[src/rtl/ps2_key_queue.sv]
// ps2_key_queue: decodes PS/2 set-2 scan bytes (E0 extended prefix,
// F0 break prefix) into complete key events. The events go into a
// first-word-fall-through FIFO that the bus can poll and pop.
//
// Optional feature macro: KEY_QUEUE_DROP_BREAK_EN
//   defined   -> completed break (release) events are decoded but not queued
//   undefined -> make and break events are both queued
//
// Entry format: {release, extended, code[7:0]}.
module ps2_key_queue #(
  parameter int DEPTH  = 8,
  parameter int ADDR_W = 3
) (
  input  logic              clk,
  input  logic              rst_n,
  input  logic [7:0]        keycode,
  input  logic              keypress,
  input  logic              pop,
  input  logic              clr_overflow,
  output logic [9:0]        key_data,
  output logic              key_valid,
  output logic [ADDR_W:0]   count,
  output logic              overflow
);

  localparam logic [7:0]      PREFIX_EXT = 8'hE0;
  localparam logic [7:0]      PREFIX_BRK = 8'hF0;
  localparam logic [ADDR_W:0] FULL_COUNT = (ADDR_W+1)'(DEPTH);

  typedef enum logic [1:0] {
    IDLE    = 2'd0,
    EXT     = 2'd1,
    BRK     = 2'd2,
    EXT_BRK = 2'd3
  } state_t;

  state_t              state_reg;
  logic                keypress_q;
  logic                accept;
  logic                is_ext_prefix;
  logic                is_brk_prefix;
  logic                event_release;
  logic                event_extended;
  logic                push_req;
  logic [9:0]          push_entry;

  logic [9:0]          mem [DEPTH];
  logic [ADDR_W-1:0]   wr_ptr_reg;
  logic [ADDR_W-1:0]   rd_ptr_reg;
  logic [ADDR_W:0]     count_reg;
  logic                overflow_reg;

  logic                fifo_full;
  logic                fifo_empty;
  logic                do_push;
  logic                do_pop;
  logic                drop_event;

  // A held keypress level produces exactly one accept on its rising edge.
  assign accept        = keypress & ~keypress_q;
  assign is_ext_prefix = (keycode == PREFIX_EXT);
  assign is_brk_prefix = (keycode == PREFIX_BRK);

  // Register the keypress level for rising-edge detection.
  always_ff @(posedge clk or negedge rst_n) begin
    if (!rst_n) begin
      keypress_q <= 1'b0;
    end else begin
      keypress_q <= keypress;
    end
  end

  // Prefix-tracking decoder; only advances on an accepted byte.
  always_ff @(posedge clk or negedge rst_n) begin
    if (!rst_n) begin
      state_reg <= IDLE;
    end else if (accept) begin
      case (state_reg)
        IDLE: begin
          if (is_ext_prefix)      state_reg <= EXT;
          else if (is_brk_prefix) state_reg <= BRK;
          else                    state_reg <= IDLE;
        end
        EXT: begin
          if (is_brk_prefix)      state_reg <= EXT_BRK;
          else if (is_ext_prefix) state_reg <= EXT;
          else                    state_reg <= IDLE;
        end
        BRK: begin
          if (is_ext_prefix)      state_reg <= EXT_BRK;
          else if (is_brk_prefix) state_reg <= BRK;
          else                    state_reg <= IDLE;
        end
        EXT_BRK: begin
          if (is_ext_prefix || is_brk_prefix) state_reg <= EXT_BRK;
          else                                state_reg <= IDLE;
        end
        default: state_reg <= IDLE;
      endcase
    end
  end

  // Build the completed event from the current prefix state; prefixes never push.
  always_comb begin
    event_release  = (state_reg == BRK) || (state_reg == EXT_BRK);
    event_extended = (state_reg == EXT) || (state_reg == EXT_BRK);
    push_entry     = {event_release, event_extended, keycode};
`ifdef KEY_QUEUE_DROP_BREAK_EN
    // Break events are decoded (the FSM still returns to IDLE) but never queued,
    // so they can never cause an overflow either.
    push_req = accept && !is_ext_prefix && !is_brk_prefix && !event_release;
`else
    push_req = accept && !is_ext_prefix && !is_brk_prefix;
`endif
  end

  assign fifo_full  = (count_reg == FULL_COUNT);
  assign fifo_empty = (count_reg == '0);

  // Pop on empty is ignored. A pop while full frees the slot the push needs,
  // so both go ahead and the count stays at DEPTH.
  assign do_pop     = pop & ~fifo_empty;
  assign do_push    = push_req & (~fifo_full | do_pop);
  assign drop_event = push_req & fifo_full & ~do_pop;

  // Storage array, written at the tail; no reset so it maps onto RAM.
  always_ff @(posedge clk) begin
    if (do_push) begin
      mem[wr_ptr_reg] <= push_entry;
    end
  end

  // Pointers and occupancy; pointers wrap naturally since DEPTH is a power of two.
  always_ff @(posedge clk or negedge rst_n) begin
    if (!rst_n) begin
      wr_ptr_reg <= '0;
      rd_ptr_reg <= '0;
      count_reg  <= '0;
    end else begin
      if (do_push) wr_ptr_reg <= wr_ptr_reg + 1'b1;
      if (do_pop)  rd_ptr_reg <= rd_ptr_reg + 1'b1;
      case ({do_push, do_pop})
        2'b10:   count_reg <= count_reg + 1'b1;
        2'b01:   count_reg <= count_reg - 1'b1;
        default: count_reg <= count_reg;
      endcase
    end
  end

  // Sticky overflow flag; a new drop in the same cycle as a clear keeps it set.
  always_ff @(posedge clk or negedge rst_n) begin
    if (!rst_n) begin
      overflow_reg <= 1'b0;
    end else if (drop_event) begin
      overflow_reg <= 1'b1;
    end else if (clr_overflow) begin
      overflow_reg <= 1'b0;
    end
  end

  assign key_valid = ~fifo_empty;
  assign key_data  = fifo_empty ? 10'h000 : mem[rd_ptr_reg];
  assign count     = count_reg;
  assign overflow  = overflow_reg;

endmodule
[config.mk]
export PLATFORM = sky130hd
export DESIGN_NAME = ps2_key_queue
export DESIGN_NICKNAME = d
export VERILOG_FILES = /design/src/rtl/ps2_key_queue.sv
export SDC_FILE = /design/constraint.sdc
export NUM_CORES = 1
export LEC_CHECK = 0
export ABC_AREA = 1
export CORE_ASPECT_RATIO = 0.6
export CORE_MARGIN = 2
export CORE_UTILIZATION = 52
export CTS_CLUSTER_SIZE = 14
export DETAILED_ROUTE_END_ITERATION = 12
export GPL_TIMING_DRIVEN = 1
export PLACE_DENSITY = 0.75
export SETUP_SLACK_MARGIN = 0.02
export SLEW_MARGIN = 20
export SYNTH_ARGS = -nofsm -noshare
export SYNTH_HDL_FRONTEND = slang
export SYNTH_SLANG_ARGS = --single-unit
[constraint.sdc]
create_clock -name clk -period 2 [get_ports clk]
set_input_delay 0.3 -clock clk [delete_from_list [all_inputs] [get_ports clk]]
set_output_delay 0.3 -clock clk [all_outputs]
set_load 0.03 [all_outputs]
* Yosys cells after proc, flatten, opt, wreduce, memory -nomap -nowiden
Memories as Yosys holds them, arrays and structs flattened. Index checks and enable logic that the tools add are counted. W data, S select, Z words.
Cells by class: bitwise gates (word level) 10, equal/unequal tests 8, add/sub/neg operators 4, reductions and logical operators 11, multiplexer cells 13
Operators by type and width (number):
- $eq A8 B8 Y1 const B | 2
- $mux W10 | 1
- $mux W2 | 5
- $pmux W2 S4 | 1
- $pmux W4 S2 | 1
- $add A3 B1 Y3 const B | 2
- $eq A2 B2 Y1 const B | 3
- $and A1 B1 Y1 | 5
- $mux W1 | 5
- $add A4 B1 Y4 const B | 1
- $eq A2 B1 Y1 const B | 2
- $eq A4 B4 Y1 const B | 1
- $logic_not A4 Y1 | 1
- $not A1 Y1 | 4
- $reduce_bool A2 Y1 | 2
- $sub A4 B1 Y4 const B | 1
- $logic_or A1 B1 Y1 | 3
- $logic_and A1 B1 Y1 | 2
- $logic_not A1 Y1 | 2
- $logic_not A2 Y1 | 1
- $or A1 B1 Y1 | 1
Storage, ports and cells: logic and storage cells 53, bits of input ports 13, output and inout bits 16, flip-flop bits (word level) 14, RAM bits 80, memories 1
Memories:
- mem | words 8, width 10, read ports 1, clocked after memory_dff 0, wr ports 1, RTL line 47 | logic [9:0] mem [DEPTH];

* Depth between registers and ports, before layout
Gate-level depths: netlist of the first run.
depth in word-level cells 7, depth in mapped cells 14

* Worst setup path before layout of the first run
OpenSTA, ideal clock, no wires.
kind reg2out, start point reg count_reg[0], in the netlist count[0], end point out key_data[0], setup slack -0.307 ns, cell stages (with the launch flop) 8, arrival time 2.007 ns, cell sequence dfrtp_1 inv_2 nand2_2 nor3_4 inv_1 clkbuf_1 o21ai_0 a31oi_1
Between the ends: word-level cells in the longest chain between the ends 2
Ends and longest elaborated chain:
- start, declared | RTL line 50 | logic [ADDR_W:0] count_reg;
- start signal, assigned | RTL line 143 | 2'b10: count_reg <= count_reg + 1'b1;
- start signal, assigned | RTL line 144 | 2'b01: count_reg <= count_reg - 1'b1;
- start signal, assigned | RTL line 145 | default: count_reg <= count_reg;
- $logic_not A4 Y1 | RTL line 118 | assign fifo_empty = (count_reg == '0);
- $mux W10 | RTL line 162 | assign key_data = fifo_empty ? 10'h000 : mem[rd_ptr_reg];
- end, declared | RTL line 20 | output logic [9:0] key_data,
No other way between the ends.

* Final worst setup path of the first run
start point reg rd_ptr_reg[0], end point out key_data[4]
Between the ends: word-level cells in the longest chain between the ends 2
Ends and longest elaborated chain:
- start, declared | RTL line 49 | logic [ADDR_W-1:0] rd_ptr_reg;
- start signal, assigned | RTL line 141 | if (do_pop) rd_ptr_reg <= rd_ptr_reg + 1'b1;
- $mem_v2 Z8 W10
- $mux W10 | RTL line 162
No other way between the ends.

==> results.cfg, run 1 <==
[outcome]
outcome = finished, violations left
violations = setup timing

[logic_synthesis]
synth_top_family_by_area = simple AND/OR/NAND/NOR gates
synth.top_cell.area_share = 0.6051
yosysUniqueCellTypes = 25
synth-edff-count = 80
postSynthCellCount = 348
ys_seq_area_frac = 0.6934
synth-compound-area-share = 0.1068
yosysMostFrequentCell = edfxtp_1
synth-xor-area-share = 0.01324
yosys_warnings = 0
netlist_area_sq_um = 3970
ys_top_cells_by_count = edfxtp_1 (80), nor2_1 (73), o21ai_0 (52)
synthAdderAreaFrac = 0.009455
yosys.area.top_type = edfxtp_1
ys_ff_latch = 94
syn_area_per_cell_sq_um = 11.41
synth_area_leaders = edfxtp_1 (61%), dfrtp_1 (8.8%), nor2_1 (6.9%)
async_flop_share = 0.1489
synth_mux_area_frac = 0
synthSimpleGateAreaFrac = 0.1339
syn_nets = 364
synth_ff_type = edfxtp_1

[clock_network]
htreeDepth = 3
cts_buffer_depth = 2
cts_sinks = 94
cts_tree = built
ctsHoldBuffers = 0
cts_root_buf = clkbuf_16
clk_latency_ns = 0.34
clkTransAtPathRegs_ns = 0.06
cts_buffers = 9

[grt]
grt.total_usage = 0.2713
grt_pass1_vias = 3042
antenna_found_initial = 0
grt_pass1_wl_um = 16230
gr-total-overflow = 0
grt_max_degree = 22

[die]
die-area_sq_um = 8373
rows = 24
die_y_um = 71.68
core-area_sq_um = 7327
start_util = 0.5418
die_w_um = 116.8
ios = 29

[layout]
largest_reg_flops = 80
antenna_cells = 0
stdcell_area_sq_um = 5552
multi_input_area_sq_um = 1328
final_nets = 452
syn_to_final_growth_pct = 39.84
nFillCells = 474
drive_gt1_frac = 0.3932
register_area_sq_um = 2755

[setup_path]
worstRegToRegCells = 10
setup.worst_path.end = key_data[4]
r2r-end = mem[5][0]
crit_required_ns = 1.70
crit-reg2reg-launch = count[0]
crit_fanout = 18
worstSetupPathType = reg2out
cp-end-kind = primary output
cp-startpoint = rd_ptr_reg[0]
rrSetupSlack_ns = 0.14
cp-start-kind = flop
critPathArrivalTime_ns = 1.76

[timing]
hold_violations = 0
rsz0062_at_grt = true
final.setup_skew_ns = 0.008396
setup_ws_ns = -0.06193
slew_headroom = 0.5277
fin_crit_sh = 1.031
fmax_ghz = 0.4850
setup_violations = 7
layout_min_cycle_time_ns = 2.062
slew_viol_final = 0
tightestPinTransition_ns = 0.7062

[power_and_ir_drop]
peakVddDrop_uv = 870.3
power_per_cell_area_nw_per_um2 = 1569
p_leak_nw = 2.161

[drt]
first_pass_iters = 5
viasPerCell = 5.526
drt_iter0_markers = 274
ant_nets = 0
wirelength_um = 10720
drc_errors = 0
wl_per_cell_um = 19.70
via_count = 3006

[placement]
place_area_sq_um = 4715
port_buffers = 28
dpl.hpwl_um = 6010
post-place-ws_ns = -0.4029
gp_congestion = 0.8478

[min_path]
min_path_type = in2async

[run]
maxCapViolCount = 0
-- where the power goes --
part | internal (W) | switching (W)
sequential | 0.00234 | 0.000136
clock | 0.000947 | 0.000681
combinational | 0.00199 | 0.00261
-- kinds of logic (layout without fill, tap and decap cells) --
group                    Yosys count  after routing
AO/OA/AOI/OAI                     79             79
XOR/XNOR                           6              6
adder cells (fa/ha/maj)            3              3
buffers and inverters             45            137
flip-flops                        94             94
AND/OR/NAND/NOR                  121            121
-- area by class of cell --
type / instances / share of cell area
timing repair buffer: 95 / 0.1715
sequential: 94 / 0.4963
inverter: 27 / 0.01938
clock inverter: 6 / 0.009691
tap: 104 / 0.02344
clock buffer: 9 / 0.04057
multi-input combinational: 209 / 0.2391
-- stage by stage --
stage,instances,hold slack (ns),util,setup TNS [ns],total power [W]
final,544,0.3758,0.7577,-0.1727,0.008711
after global routing,544,0.3868,0.7577,-0.7483,0.009137
after CTS,541,0.3927,0.7351,-0.08754,0.008406
after detailed placement,507,0.5267,0.6434,-25.71,0.005765
after global placement,507,0.5210,0.6434,-21.37,0.005710
after floorplan,348,0.004409,-,-5.687,0.004573
-- critical path, cell delays in order, from the launching register on --
cell and delay, ns:
dfrtp_2 0.45, inv_4 0.10, buf_12 0.15, o21ai_0 0.11, o22ai_1 0.16, o21ai_2 0.07, a31oi_2 0.20, buf_6 0.17
-- layer usage --
layer | wire, um | vias to the layer above | part of all wire | GRT usage
li1 | - | 1387 | - | -
met3 | 1010 | 16 | 0.094 | 0.08545
met1 | 4594 | 1446 | 0.43 | 0.3753
met5 | 0 | - | 0 | 0
met2 | 4933 | 157 | 0.46 | 0.4162
met4 | 178 | 0 | 0.017 | 0.08758
-- worst min-delay path by stage --
stage               cells after the start          start            end
finish                                  1          rst_n       count[2]
global route                            2     keycode[3]      mem[0][3]
CTS                                     1          rst_n       count[0]
detailed placement                      2  wr_ptr_reg[0]  wr_ptr_reg[0]
global placement                        2       overflow       overflow
floorplan                               0          rst_n       count[0]
-- timing repair --
action / 4_1_cts / 5_1_grt
resized for setup: 80 / 54
cloned: 5 / 2
pin swaps: 15 / 22
setup buffers: 14 / 3
endpoints found under the setup margin: 50 / 92
-- placed cells by master, fill, tap and decap left out, types with 2 or more instances in the layout --
cell,Yosys,final
nor2_1,73,51
clkdlybuf4s50_1,0,14
clkinv_2,0,4
clkbuf_16,0,10
inv_2,5,6
dfrtp_2,0,2
o22ai_2,0,7
a31oi_2,0,9
nand2_4,1,3
o21ai_2,0,13
nor2_2,2,15
edfxtp_1,80,80
nand3_1,3,2
ha_1,3,3
nand3_2,1,2
nand2_2,4,8
inv_1,22,19
o21ai_0,52,19
nor2_4,1,10
nand2_1,32,26
o21ai_1,5,25
o22ai_1,11,4
xor2_1,6,6
dlymetal6s2s_1,0,3
buf_12,0,5
buf_4,0,51
buf_16,0,2
buf_6,0,17
dfrtp_1,14,12
No activity file was read; power rests on OpenSTA's default activity.
==> run 2, diff against run 1 <==
Settings changed: REMOVE_ABC_BUFFERS set to 1.
==> run 2 against run 1 <==
The flow still finishes with violations (setup timing). First-iteration DRC count down 7.7%. Worst setup slack got worse by 0.057 ns. Core utilization decreased by 2.4 points. Clock skew down 0.0033 ns. Cell count fell by 0.18%. Design area shrank 3.1%. Sequential power is essentially flat. Maximum frequency fell by 2.7%. Combinational power fell by 12%.
==> results.cfg, run 2 (same netlist as run 1, synthesis figures left out) <==
[grt]
grt_pass1_wl_um = 15030
grt.total_usage = 0.2564
grt_pass1_vias = 2836
gr-total-overflow = 0
antenna_found_initial = 0
grt_max_degree = 25

[timing]
setup_ws_ns = -0.1186
tightestPinTransition_ns = 0.6713
final.setup_skew_ns = 0.005094
layout_min_cycle_time_ns = 2.119
rsz0062_at_grt = true
hold_violations = 0
fmax_ghz = 0.4720
slew_headroom = 0.5511
setup_violations = 47
slew_viol_final = 0
fin_crit_sh = 1.059
tns_ns = -1.031

[placement]
place_area_sq_um = 4633
dpl.hpwl_um = 6392
placedCellCount = 507
gp_congestion = 0.8343
port_buffers = 28
post-place-ws_ns = -0.3160

[drt]
viasPerCell = 5.379
drc_errors = 0
wl_per_cell_um = 18.21
first_pass_iters = 4
ant_nets = 0
via_count = 2921
drt_iter0_markers = 253
wirelength_um = 9889

[setup_path]
critPathArrivalTime_ns = 1.82
crit_fanout = 6
path_cells = clkinv_4 > clkbuf_16 > nor2_2 > o22ai_2 > o21ai_2 > a31oi_1 > buf_4
cp-start-kind = flop
path_delay_family = buffers and inverters
critPathBufInv = 3
worstSetupPathType = reg2out
crit-reg2reg-launch = count[0]
crit_required_ns = 1.70
max_stage_delay_ns = 0.47
cp-end-kind = primary output
cp-startpoint = rd_ptr_reg[0]
critPathSlowestCell = dfrtp_2

[clock_network]
cts_buffer_depth = 2
htreeDepth = 3
clk_latency_ns = 0.35
clkTransAtPathRegs_ns = 0.06
cts_sinks = 94
ctsHoldBuffers = 0
cts_buffers = 9
cts_tree = built
cts_root_buf = clkbuf_16

[power_and_ir_drop]
p_leak_nw = 2.128
power_per_cell_area_nw_per_um2 = 1570
peakVddDrop_uv = 859.1

[layout]
syn_to_final_growth_pct = 35.46
final_cells = 543
antenna_cells = 0
largest_reg_flops = 80
final_common_cell = edfxtp_1
final_nets = 450
final_util = 0.7339
final_cell_mix = edfxtp_1 (80), nor2_1 (66), buf_4 (57), nand2_1 (32), o21ai_0 (24)
stdcell_area_sq_um = 5378
drive_gt1_frac = 0.3166

[min_path]
hp-start = keycode[3]
min_path_type = in2reg

[die]
die-area_sq_um = 8373
core-area_sq_um = 7327
rows = 24
die_y_um = 71.68
die_w_um = 116.8
ios = 29
start_util = 0.5418

[outcome]
outcome = finished, violations left
violations = setup timing

[run]
maxCapViolCount = 0
==> run 2: repair_timing <==
item | CTS | global route
hold endpoints to repair | 0 | 0
pin swaps | 2 | 15
buffers inserted | 11 | 8
gates resized for setup | 45 | 51
cloned | 0 | 2
setup endpoints to repair | 26 | 91
==> run 2: final timing paths <==
check                           cells after the start  slack, ns             to
worst max register to register                     10      -0.02      mem[1][9]
worst min-delay path                                1       0.25      mem[4][3]
worst min register to register                      2       0.56       overflow
max in group asynchronous                           1       1.17  rd_ptr_reg[0]
worst max-delay path                                7      -0.12    key_data[0]
min in group asynchronous                           1       0.36       count[0]
==> run 2: worst register-to-register path, cell delays in order, from the launching register on <==
cell,delay (ns)
dfrtp_1,0.41
inv_2,0.10
nand2_4,0.07
buf_4,0.13
buf_4,0.12
nor4_2,0.29
nor2_2,0.11
buf_4,0.15
nand2_1,0.12
nor2_1,0.08
buf_4,0.20
==> run 2: cell type report <==
cell class	instances	area [sq um]
timing repair buffer	93	870.8
fill	472	1949
sequential	94	2754
clock inverter	5	97.59
multi-input combinational	209	1182
inverter	27	110.1
tap	104	130.1
clock buffer	11	232.7
==> run 2: through the flow <==
step                      total power [W]  hold WS, ns
after floorplan                  0.004339     0.004409
after global placement           0.005584       0.5195
after detailed placement         0.005666       0.5442
after CTS                        0.008006       0.3872
after global routing             0.008874       0.2435
final                            0.008443       0.2525
==> run 2: where the power goes <==
group	switching, W	internal [W]
Combinational	0.00233	0.00173
Clock	0.000666	0.00121
Sequential	0.000163	0.00234
==> run 2: routing by layer <==
| layer | part of all wire | up-vias | GRT usage |
|---|---|---|---|
| met5 | 0 | - | 0 |
| met4 | 0.019 | 0 | 0.09281 |
| li1 | - | 1374 | - |
| met2 | 0.47 | 118 | 0.3873 |
| met3 | 0.073 | 25 | 0.08206 |
| met1 | 0.44 | 1404 | 0.3548 |
==> run 3, diff against run 2 <==
Settings changed: CORE_UTILIZATION 52 to 55, PLACE_DENSITY 0.75 to 0.76.
Clock period 2 ns to 2.1 ns, I/O delays scaled along.
==> run 3 against run 2 <==
The run now ends clean. Clock-buffer cell count unchanged. Die area decreased by 5.2%. Sequential cell count unchanged. Sequential share of layout area increased by 2.6 points. Register-to-register slack improved by 0.06 ns. Via count increased by 1.5%. Wire length increased by 1.8%. Worst hold slack improved by 0.025 ns. Critical path type unchanged.
==> results.cfg, run 3 (same netlist as run 1, synthesis figures left out) <==
[outcome]
outcome = completed

[setup_path]
crit_required_ns = 1.78
worstSetupPathType = reg2out
crit_fanout = 20
critPathArrivalTime_ns = 1.78
max_stage_delay_ns = 0.45
critPathBufInv = 4
cp_common_cell = buf_4
cp-start-kind = flop
cp-end-kind = primary output
path_delay_family = buffers and inverters
path_cells = clkinv_4 > buf_4 > buf_16 > o21ai_0 > a31oi_1 > buf_4
critPathSlowestCell = dfrtp_2

[power_and_ir_drop]
power_per_cell_area_nw_per_um2 = 1462
comb_power_share = 0.465
clkPwrFrac = 0.217
p_int_w = 0.004561
p_leak_nw = 2.011
switching_power_w = 0.002926
power_w = 0.007487
switching_share = 0.3909
seqPwrFrac = 0.318
peakVddDrop_uv = 697.7

[clock_network]
cts_buffers = 9
cts_buffer_depth = 2
cts_sinks = 94
cts_root_buf = clkbuf_16
clk_latency_ns = 0.34
ctsHoldBuffers = 0
htreeDepth = 3
clkTransAtPathRegs_ns = 0.07
cts_tree = built

[drt]
wl_per_cell_um = 19.66
drt_iter0_markers = 379
wirelength_um = 10070
ant_nets = 0
drc_errors = 0
first_pass_iters = 5
via_count = 2966
viasPerCell = 5.793

[layout]
drive_gt1_frac = 0.2682
nFillCells = 407
final_nets = 436
final_common_cell = edfxtp_1
largest_reg_flops = 80
final_cell_mix = edfxtp_1 (80), nor2_1 (63), buf_4 (49), o21ai_0 (41), nand2_1 (28)
final_util = 0.7511
antenna_cells = 0
syn_to_final_growth_pct = 29.03

[min_path]
min_path_type = in2reg

[die]
die-area_sq_um = 7936
die_w_um = 113.7
rows = 23
die_y_um = 69.81
ios = 29
core-area_sq_um = 6820
start_util = 0.5821

[placement]
gp_congestion = 0.8813
dpl.hpwl_um = 6084
port_buffers = 28

[timing]
rsz0062_at_grt = true
fmax_ghz = 0.4768
fin_crit_sh = 0.9988
hold_ws_ns = 0.2776
tightestPinTransition_ns = 0.7103
layout_min_cycle_time_ns = 2.097
slew_headroom = 0.5250
hold_violations = 0
slew_viol_final = 0
final.setup_skew_ns = 0.007837
setup_violations = 0

[grt]
gr-total-overflow = 0
grt_max_degree = 27
antenna_found_initial = 0
grt_pass1_vias = 2831
grt.total_usage = 0.2549
grt_pass1_wl_um = 14800

[run]
maxCapViolCount = 0
## run 3: cell count changes in the layout (fill, tap and decap cells not counted), sizes merged
cell,previous run,this run
buf,75,58
bufinv,3,1
clkbuf,12,14
clkdlybuf4s50,13,12
clkinv,3,2
clkinvlp,1,2
dlygate4sd2,0,2
inv,25,27
## run 3: layout make-up
type                    count  area [sq um]  share of cell area
clock inverters             5         58.81             0.01148
multi-input cells         209          1091              0.2130
inverters                  27         106.4             0.02076
clock buffers              11         242.7             0.04739
repair buffers             79         759.5              0.1483
flip-flops and latches     94          2755              0.5379
well taps                  87         108.9             0.02125
## run 3: stage by stage
stage / cells / instance area [sq um] / setup WS (ns) / TNS, ns
floorplan: 330 / 3900 / -0.4415 / -6.090
global placement: 486 / 4584 / -0.2564 / -17.14
detailed placement: 486 / 4584 / -0.3357 / -24.17
CTS: 506 / 4964 / 0.01953 / 0
global route: 512 / 5122 / -0.07362 / -0.5176
finish: 512 / 5122 / 0.002580 / 0
## run 3: what timing repair did
item / in CTS / in global routing
endpoints found under the setup margin: 39 / 86
buffers inserted: 3 / 2
resized for setup: 13 / 36
pin swaps: 2 / 8
cloned: 1 / 4
## run 3: metal layers
layer	track usage	routed length (um)	vias to the layer above	part of all wire
met5	0	0	-	0
met4	0.06911	169	0	0.017
met3	0.07168	1189	16	0.12
met2	0.3759	4537	188	0.45
met1	0.3751	4171	1411	0.41
li1	-	-	1351	-
## run 3: final timing paths
path                            endpoint  depth (start not counted)          start  slack (ns)
max                          key_data[4]                          6  rd_ptr_reg[0]       0.003
min in group asynchronous  rd_ptr_reg[2]                          1          rst_n        0.40
max in group asynchronous  rd_ptr_reg[1]                          1          rst_n        1.21
min reg2reg                     overflow                          2       overflow        0.54
min                            mem[2][1]                          1     keycode[1]        0.28
max reg2reg                     count[2]                         14       count[1]        0.04
## run 3: worst reg2reg max path, cell delays in order (launching register included)
cell	delay, ns
dfrtp_1	0.41
inv_2	0.11
nand2_2	0.10
nor3_4	0.20
buf_4	0.16
nor2_4	0.05
nand2_4	0.07
nand2_1	0.08
nand2_1	0.10
inv_2	0.05
ha_1	0.19
inv_1	0.09
nand2_2	0.07
xor2_2	0.18
o21ai_1	0.08
## run 3: power by group through the flow
stage	clock [W]	combinational (W)	sequential, W
3_5_place_dp	0	0.00286	0.00241
2_1_floorplan	0	0.00159	0.00254
6_report	0.00163	0.00348	0.00238
4_1_cts	0.00164	0.00309	0.00236
5_1_grt	0.00172	0.00375	0.00240
3_3_place_gp	0	0.00283	0.00240
